### src/rtl/video_pattern_gen_if.sv
// video_pattern_gen_if
//   Bundles the Avalon-MM register port and the Avalon-ST RGB565 stream of
//   video_pattern_gen.
//   slave  : pattern generator view (MM slave, ST source).
//   master : system/host view (drives MM, consumes ST, drives ready_in).
//   MM : chipselect, address[1:0], write, writedata[31:0], read, readdata[31:0]
//   ST : valid_out, ready_in, data_out[15:0], startofpacket_out, endofpacket_out
interface video_pattern_gen_if;
  logic        chipselect;
  logic [1:0]  address;
  logic        write;
  logic [31:0] writedata;
  logic        read;
  logic [31:0] readdata;

  logic        valid_out;
  logic        ready_in;
  logic [15:0] data_out;
  logic        startofpacket_out;
  logic        endofpacket_out;

  modport slave (
    input  chipselect, address, write, writedata, read,
    output readdata,
    output valid_out, data_out, startofpacket_out, endofpacket_out,
    input  ready_in
  );

  modport master (
    output chipselect, address, write, writedata, read,
    input  readdata,
    input  valid_out, data_out, startofpacket_out, endofpacket_out,
    output ready_in
  );
endinterface

### src/rtl/video_pattern_gen.sv
// video_pattern_gen
//   Avalon-ST source of complete RGB565 frames (solid, colour bars, grey ramp,
//   checkerboard), configured through a small Avalon-MM register file.
//   Ports:
//     clk   : clock, rising edge
//     reset : synchronous, active-high
//     bus   : video_pattern_gen_if.slave (MM registers + ST stream)
//   Registers:
//     0 : [0] enable, [1] single_shot
//     1 : [1:0] pattern_sel, [31:16] solid_color
//     2 : read-only [0] busy, [31:16] frame_count
//     3 : reserved, reads 0
//
//   state     | meaning
//   ----------+-----------------------------------------------------------
//   ST_IDLE   | no frame in flight, valid_out low, waiting for enable
//   ST_ACTIVE | streaming a frame; the registered beat is (x_q, y_q)
module video_pattern_gen #(
  parameter int WIDTH  = 320,
  parameter int HEIGHT = 240
) (
  input logic                clk,
  input logic                reset,
  video_pattern_gen_if.slave bus
);

  localparam int XW = (WIDTH > 1) ? $clog2(WIDTH) : 1;
  localparam int YW = (HEIGHT > 1) ? $clog2(HEIGHT) : 1;
  localparam int BW = ((WIDTH / 8) > 1) ? $clog2(WIDTH / 8) : 1;

  localparam logic [XW-1:0] X_LAST   = XW'(WIDTH - 1);
  localparam logic [YW-1:0] Y_LAST   = YW'(HEIGHT - 1);
  localparam logic [BW-1:0] BAR_LAST = BW'(WIDTH / 8 - 1);

  typedef enum logic {ST_IDLE, ST_ACTIVE} state_t;

  state_t        state_q, state_d;
  logic          enable_q, enable_d;
  logic          single_shot_q, single_shot_d;
  logic [1:0]    pattern_sel_q, pattern_sel_d;
  logic [15:0]   solid_color_q, solid_color_d;
  logic [15:0]   frame_count_q, frame_count_d;
  logic [1:0]    shadow_pat_q, shadow_pat_d;
  logic [15:0]   shadow_col_q, shadow_col_d;
  logic [XW-1:0] x_q, x_d;
  logic [YW-1:0] y_q, y_d;
  logic [BW-1:0] bar_cnt_q, bar_cnt_d;
  logic [2:0]    bar_idx_q, bar_idx_d;
  logic          valid_q, valid_d;
  logic [15:0]   data_q, data_d;
  logic          sop_q, sop_d;
  logic          eop_q, eop_d;

  logic          wr_reg0, wr_reg1, xfer, last_beat, busy;
  logic          load_beat;
  logic [XW-1:0] nx;
  logic [YW-1:0] ny;
  logic [BW-1:0] nb_cnt;
  logic [2:0]    nb_idx;
  logic [1:0]    npat;
  logic [15:0]   ncol;
  logic          unused_wdata;

  // Bar colour comes from bar_idx, which advances when the per-bar
  // down-counter hits zero, so no divide by WIDTH/8 is needed.
  function automatic logic [15:0] pixel(input logic [1:0]    pat,
                                        input logic [15:0]   col,
                                        input logic [XW-1:0] x,
                                        input logic [YW-1:0] y,
                                        input logic [2:0]    bar);
    logic [5:0] g;
    logic       y_b3;
    g    = 6'(x);
    y_b3 = |(4'(y) & 4'b1000);
    pixel = 16'h0000;
    case (pat)
      2'd0: pixel = col;
      2'd1: begin
        case (bar)
          3'd0:    pixel = 16'hFFFF;
          3'd1:    pixel = 16'hFFE0;
          3'd2:    pixel = 16'h07FF;
          3'd3:    pixel = 16'h07E0;
          3'd4:    pixel = 16'hF81F;
          3'd5:    pixel = 16'hF800;
          3'd6:    pixel = 16'h001F;
          default: pixel = 16'h0000;
        endcase
      end
      2'd2:    pixel = {g[5:1], g, g[5:1]};
      default: pixel = (g[3] ^ y_b3) ? 16'hFFFF : 16'h0000;
    endcase
  endfunction

  assign wr_reg0   = bus.chipselect & bus.write & (bus.address == 2'd0);
  assign wr_reg1   = bus.chipselect & bus.write & (bus.address == 2'd1);
  assign xfer      = valid_q & bus.ready_in;
  assign last_beat = (x_q == X_LAST) && (y_q == Y_LAST);
  assign busy      = (state_q == ST_ACTIVE);

  assign unused_wdata = ^bus.writedata[15:2];

  always_comb begin
    bus.readdata = 32'h0;
    if (bus.chipselect & bus.read) begin
      case (bus.address)
        2'd0:    bus.readdata = {30'h0, single_shot_q, enable_q};
        2'd1:    bus.readdata = {solid_color_q, 14'h0, pattern_sel_q};
        2'd2:    bus.readdata = {frame_count_q, 15'h0, busy};
        default: bus.readdata = 32'h0;
      endcase
    end
  end

  always_comb begin
    state_d       = state_q;
    enable_d      = enable_q;
    single_shot_d = single_shot_q;
    pattern_sel_d = pattern_sel_q;
    solid_color_d = solid_color_q;
    frame_count_d = frame_count_q;
    shadow_pat_d  = shadow_pat_q;
    shadow_col_d  = shadow_col_q;
    x_d           = x_q;
    y_d           = y_q;
    bar_cnt_d     = bar_cnt_q;
    bar_idx_d     = bar_idx_q;
    valid_d       = valid_q;
    data_d        = data_q;
    sop_d         = sop_q;
    eop_d         = eop_q;
    load_beat     = 1'b0;
    nx            = '0;
    ny            = '0;
    nb_cnt        = BAR_LAST;
    nb_idx        = 3'd0;
    npat          = shadow_pat_q;
    ncol          = shadow_col_q;

    if (wr_reg0) begin
      enable_d      = bus.writedata[0];
      single_shot_d = bus.writedata[1];
    end
    if (wr_reg1) begin
      pattern_sel_d = bus.writedata[1:0];
      solid_color_d = bus.writedata[31:16];
    end

    case (state_q)
      ST_IDLE: begin
        if (enable_q) begin
          state_d      = ST_ACTIVE;
          load_beat    = 1'b1;
          npat         = pattern_sel_q;
          ncol         = solid_color_q;
          shadow_pat_d = pattern_sel_q;
          shadow_col_d = solid_color_q;
        end
      end
      ST_ACTIVE: begin
        if (xfer) begin
          if (last_beat) begin
            frame_count_d = frame_count_q + 16'd1;
            // Frame end beats a same-cycle reg0 write for single_shot.
            if (single_shot_q) begin
              enable_d      = 1'b0;
              single_shot_d = 1'b0;
            end
            if (enable_d) begin
              load_beat    = 1'b1;
              npat         = pattern_sel_q;
              ncol         = solid_color_q;
              shadow_pat_d = pattern_sel_q;
              shadow_col_d = solid_color_q;
            end else begin
              state_d = ST_IDLE;
              valid_d = 1'b0;
              data_d  = 16'h0000;
              sop_d   = 1'b0;
              eop_d   = 1'b0;
            end
          end else begin
            load_beat = 1'b1;
            if (x_q == X_LAST) begin
              nx     = '0;
              ny     = y_q + YW'(1);
              nb_cnt = BAR_LAST;
              nb_idx = 3'd0;
            end else begin
              nx = x_q + XW'(1);
              ny = y_q;
              if (bar_cnt_q == '0) begin
                nb_cnt = BAR_LAST;
                nb_idx = bar_idx_q + 3'd1;
              end else begin
                nb_cnt = bar_cnt_q - BW'(1);
                nb_idx = bar_idx_q;
              end
            end
          end
        end
      end
      default: state_d = ST_IDLE;
    endcase

    if (load_beat) begin
      x_d       = nx;
      y_d       = ny;
      bar_cnt_d = nb_cnt;
      bar_idx_d = nb_idx;
      valid_d   = 1'b1;
      data_d    = pixel(npat, ncol, nx, ny, nb_idx);
      sop_d     = (nx == '0) && (ny == '0);
      eop_d     = (nx == X_LAST) && (ny == Y_LAST);
    end
  end

  always_ff @(posedge clk) begin
    if (reset) begin
      state_q       <= ST_IDLE;
      enable_q      <= 1'b0;
      single_shot_q <= 1'b0;
      pattern_sel_q <= 2'd0;
      solid_color_q <= 16'h0000;
      frame_count_q <= 16'h0000;
      shadow_pat_q  <= 2'd0;
      shadow_col_q  <= 16'h0000;
      x_q           <= '0;
      y_q           <= '0;
      bar_cnt_q     <= '0;
      bar_idx_q     <= 3'd0;
      valid_q       <= 1'b0;
      data_q        <= 16'h0000;
      sop_q         <= 1'b0;
      eop_q         <= 1'b0;
    end else begin
      state_q       <= state_d;
      enable_q      <= enable_d;
      single_shot_q <= single_shot_d;
      pattern_sel_q <= pattern_sel_d;
      solid_color_q <= solid_color_d;
      frame_count_q <= frame_count_d;
      shadow_pat_q  <= shadow_pat_d;
      shadow_col_q  <= shadow_col_d;
      x_q           <= x_d;
      y_q           <= y_d;
      bar_cnt_q     <= bar_cnt_d;
      bar_idx_q     <= bar_idx_d;
      valid_q       <= valid_d;
      data_q        <= data_d;
      sop_q         <= sop_d;
      eop_q         <= eop_d;
    end
  end

  assign bus.valid_out         = valid_q;
  assign bus.data_out          = data_q;
  assign bus.startofpacket_out = sop_q;
  assign bus.endofpacket_out   = eop_q;

endmodule

### src/flat_wrapper.sv
// flat-port wrapper written by rule: the top's interface ports become plain ports
module video_pattern_gen_flat 
#(
  parameter int WIDTH  = 320,
  parameter int HEIGHT = 240
)
  (clk, reset, bus_chipselect, bus_address, bus_write, bus_writedata, bus_read, bus_readdata, bus_valid_out, bus_data_out, bus_startofpacket_out, bus_endofpacket_out, bus_ready_in);
  video_pattern_gen_if bus_i ();
  input logic clk;
  input logic reset;
  input wire logic [$bits(bus_i.chipselect)-1:0] bus_chipselect;
  input wire logic [$bits(bus_i.address)-1:0] bus_address;
  input wire logic [$bits(bus_i.write)-1:0] bus_write;
  input wire logic [$bits(bus_i.writedata)-1:0] bus_writedata;
  input wire logic [$bits(bus_i.read)-1:0] bus_read;
  output wire logic [$bits(bus_i.readdata)-1:0] bus_readdata;
  output wire logic [$bits(bus_i.valid_out)-1:0] bus_valid_out;
  output wire logic [$bits(bus_i.data_out)-1:0] bus_data_out;
  output wire logic [$bits(bus_i.startofpacket_out)-1:0] bus_startofpacket_out;
  output wire logic [$bits(bus_i.endofpacket_out)-1:0] bus_endofpacket_out;
  input wire logic [$bits(bus_i.ready_in)-1:0] bus_ready_in;
  assign bus_i.chipselect = bus_chipselect;
  assign bus_i.address = bus_address;
  assign bus_i.write = bus_write;
  assign bus_i.writedata = bus_writedata;
  assign bus_i.read = bus_read;
  assign bus_readdata = bus_i.readdata;
  assign bus_valid_out = bus_i.valid_out;
  assign bus_data_out = bus_i.data_out;
  assign bus_startofpacket_out = bus_i.startofpacket_out;
  assign bus_endofpacket_out = bus_i.endofpacket_out;
  assign bus_i.ready_in = bus_ready_in;
  video_pattern_gen #(.WIDTH(WIDTH), .HEIGHT(HEIGHT)) u_core (.clk(clk), .reset(reset), .bus(bus_i));
endmodule
### config.mk
export PLATFORM = sky130hd
export DESIGN_NAME = video_pattern_gen_flat
export DESIGN_NICKNAME = d
export VERILOG_FILES = /design/src/rtl/video_pattern_gen_if.sv /design/src/rtl/video_pattern_gen.sv /design/src/flat_wrapper.sv
export SDC_FILE = /design/constraint.sdc
export NUM_CORES = 1
export LEC_CHECK = 0
export ABC_AREA = 1
export ABC_CLOCK_PERIOD_IN_PS = 2500
export BUFFER_PORTS_ARGS = -buffer_cell sky130_fd_sc_hd__buf_4
export CAP_MARGIN = 0
export CORE_MARGIN = 10
export CORE_UTILIZATION = 57
export CTS_CLUSTER_DIAMETER = 80
export CTS_CLUSTER_SIZE = 10
export DETAILED_ROUTE_END_ITERATION = 16
export PLACE_DENSITY_LB_ADDON = 0.05
export SYNTH_ARGS = -nofsm -noshare
export SYNTH_HDL_FRONTEND = slang
export SYNTH_SLANG_ARGS = --single-unit
### constraint.sdc
create_clock -name clk -period 2.5 [get_ports clk]
set_input_delay 0.375 -clock clk [delete_from_list [all_inputs] [get_ports clk]]
set_output_delay 0.375 -clock clk [all_outputs]
set_load 0.01 [all_outputs]
==> results.yml <==
outcome:
  status: "finished, final reports clean"
drt:
  avgViaCountPerCell: 5.26
  wl_um: 13600
  detail_route.first_pass.iterations: 6
  route.vias.total: 5182
  drtAntennaViolNets: 0
  drt_iter0_markers: 379
  detail_route.drc_violations: 0
  mean_routed_wirelength_per_cell_um: 13.8
placed_design:
  post-place-cells: 970
  dpl-instance-area_um2: 5890
  hpwl_um: 10100
  place_ws_ns: 0.0998
  gp_routability_congestion: 0.836
  numPortBuffers: 62
cells_and_area:
  final_core_utilization: 0.665
  final_cells: 986
  synthesis_to_layout_area_growth_pct: 13.7
  final.fill_count: 840
  finished_cell_area_um2: 6110
  post_route_cells_drive_above_1_share: 0.155
  antenna_cells: 0
  layout.cells.most_common: "nand2_1"
  final_cell_mix: "203 x nand2_1, 111 x nor2_1, 96 x dfxtp_1"
  final_net_count: 918
critical_path:
  cp_max_fo: 15
  cp_cell_sequence: "ha_2 > nand3_2 > nor2_4 > nand2_4 > nor2_4 > nor2_2 > nand2_1 > nand2_1 > nand2_1 > nand3_2 > nand2_1 > inv_2 > nand2_1 > a21oi_1"
  timing.critical_path.slowest_stage_cell: "nor2_2"
  criticalPathCategory: "flip-flop to flip-flop"
  cp_common_cell: "nand2_1"
  timing.reg2reg.worst_path_depth: 14
  capturing_element_type_of_the_critical_path: "flip-flop"
  crit_family: "simple AND/OR/NAND/NOR gates"
  worst_setup_path_start_kind: "flip-flop"
  delay_of_the_slowest_critical_path_stage_ns: 0.38
  cp.required_ns: 2.80
  cp_num_buf_inv: 1
  arrival_ns: 2.60
  critical_path_depth: 14
timing:
  timing.final.ws_setup_ns: 0.195
  final-setup-viol-count: 0
  fin_skew_ns: 0.0133
  layout_min_cycle_time_ns: 2.30
  tightest_hold_margin_ns: 0.255
  slew_headroom: 0.588
  finalHoldViolCount: 0
  final_min_period_over_clock_period: 0.922
  timing.final.max_slew_violations: 0
  fmaxAchievable_mhz: 434
  final.setup.tns_ns: 0
  max_slew.worst_pin.slew_ns: 0.618
die:
  dieHeight_um: 117
  fp.dieArea_um2: 13700
  dieWidth_um: 117
  ios: 91
  initial_core_util: 0.585
  floorplan.core_area_um2: 9200
  rows: 35
logic_synthesis:
  synthesis.yosys.warnings: 0
  seq_area_frac_synth: 0.372
  synth_cell_types: 39
  async_reset_ff_frac: 0
  mappedNetlistArea_um2: 5380
  synth_seq_cells: 100
  synth_edf_count: 0
  mean_post_synth_cell_area_um2: 6.62
  synthesis.instances: 812
  synth-main-ff-cell: "dfxtp_1"
global_routing:
  grt_first_pass_wirelength_um: 23000
  via_count_of_the_first_global_routing_pass: 4956
  gr-usage-all-layers: 0.205
  grt.overflow.total: 0
  grt_antenna_before_repair: 0
  grt_start_max_net_pins: 54
power:
  power.density_cell_area_nw_per_um2: 467
  power_switching_share: 0.243
  pwr-share-clk: 0.356
  finalPower_mw: 2.86
  p_leak_nw: 2.72
  power.internal_mw: 2.16
  power_frac_comb: 0.075
  sequentialPowerShare: 0.569
  worst_ir_drop_vdd_uv: 359
  p_switching_uw: 695
min_path:
  worstHoldPathCells: 3
  holdCritPathClass: "input port to flip-flop"
clocking:
  cts_max_level: 3
  clk_root_buffer_cell: "clkbuf_8"
  clk-insertion-delay-late_ns: 0.37
  holdBufCountCts: 0
  cts.sink_count: 100
  clk_pin_slew_ns: 0.09
  cts_buffers: 9
  cts_tree: "yes"
  cts-root-to-sink-buffers: 2
flow_run:
  maxCapViolCount: 0
-- area by class of cell --
cell class	count	area (µm²)	share of cell area
multi-input cells	583	2810	0.460
clock inverters	2	37.5	0.00614
well taps	111	139	0.0227
repair buffers	79	597	0.0976
flip-flops and latches	100	2010	0.328
clock buffers	11	141	0.0231
inverters	100	380	0.0622
-- metal layers --
metal	share of wire	track usage	vias up
li1	-	-	2672
met1	0.47	0.259	2358
met2	0.47	0.338	137
met3	0.054	0.0479	15
met4	0.010	0.0675	0
met5	0	0	-
-- Yosys cell counts (all sizes together) (3+ instances only) --
| master | instances | share of area |
|---|---|---|
| nand2 | 213 | 0.16 |
| nor2 | 116 | 0.086 |
| dfxtp | 100 | 0.37 |
| inv | 98 | 0.069 |
| a21oi | 74 | 0.076 |
| nand3 | 68 | 0.069 |
| o21ai | 37 | 0.034 |
| buf | 27 | 0.035 |
| nand3b | 16 | 0.022 |
| clkbuf | 15 | 0.010 |
| nor3 | 11 | 0.010 |
| ha | 5 | 0.012 |
| xor2 | 5 | 0.0081 |
| nand4 | 4 | 0.0047 |
| a221oi | 3 | 0.0049 |
| o21a | 3 | 0.0042 |
| o21bai | 3 | 0.0042 |
| xnor2 | 3 | 0.0049 |
-- worst min-delay path, delay by kind of cell --
| kind | cells | cell delay (ns) |
|---|---|---|
| AND/OR/NAND/NOR | 1 | 0.08 |
| AO/OA/AOI/OAI | 1 | 0.07 |
| buffers and inverters | 1 | 0.07 |
-- flip-flops by register name (all words and copies together) (netlist names), 2 cells and up --
register              flops
u_core.bus.data_out      16
u_core.pattern_sel_q      2
u_core.solid_color_q     16
u_core.shadow_col_q      16
u_core.bar_idx_q          3
u_core.frame_count_q     16
u_core.bar_cnt_q          6
u_core.shadow_pat_q       2
u_core.y_q                8
u_core.x_q                9
-- timing repair --
| item | in CTS | in global routing |
|---|---|---|
| gates resized for setup | 0 | 8 |
| buffers inserted | 0 | 3 |
| endpoints found under the setup margin | 0 | 21 |
-- power by group through the flow --
stage / sequential, mW / combinational [mW] / clock [mW]
after floorplan: 1.66 / 0.156 / 0
after global placement: 1.66 / 0.204 / 0
after detailed placement: 1.66 / 0.209 / 0
after CTS: 1.63 / 0.210 / 1.04
after global routing: 1.63 / 0.242 / 1.11
final: 1.63 / 0.215 / 1.02
-- final timing paths --
kind	from	end	slack, ns
setup / recovery	u_core.x_q[0]	u_core.bus.data_out[4]	0.20
hold / removal	bus_writedata[30]	u_core.solid_color_q[14]	0.26
setup reg to reg	u_core.x_q[0]	u_core.bus.data_out[4]	0.20
hold reg to reg	u_core.bar_cnt_q[0]	u_core.bar_cnt_q[0]	0.47
-- cells by family (layout without fill, tap and decap cells) --
group	count (synthesis)	in the layout	synth area share
adders and majority gates	5	5	0.0116
other	1	14	0.000697
and+or+nand+nor	432	432	0.358
AOI/OAI and AO/OA	124	124	0.129
DFF	100	100	0.372
buffers and inverters	142	192	0.115
xor gates and xnor gates	8	8	0.0130
Power figures use the tool's default switching activity.
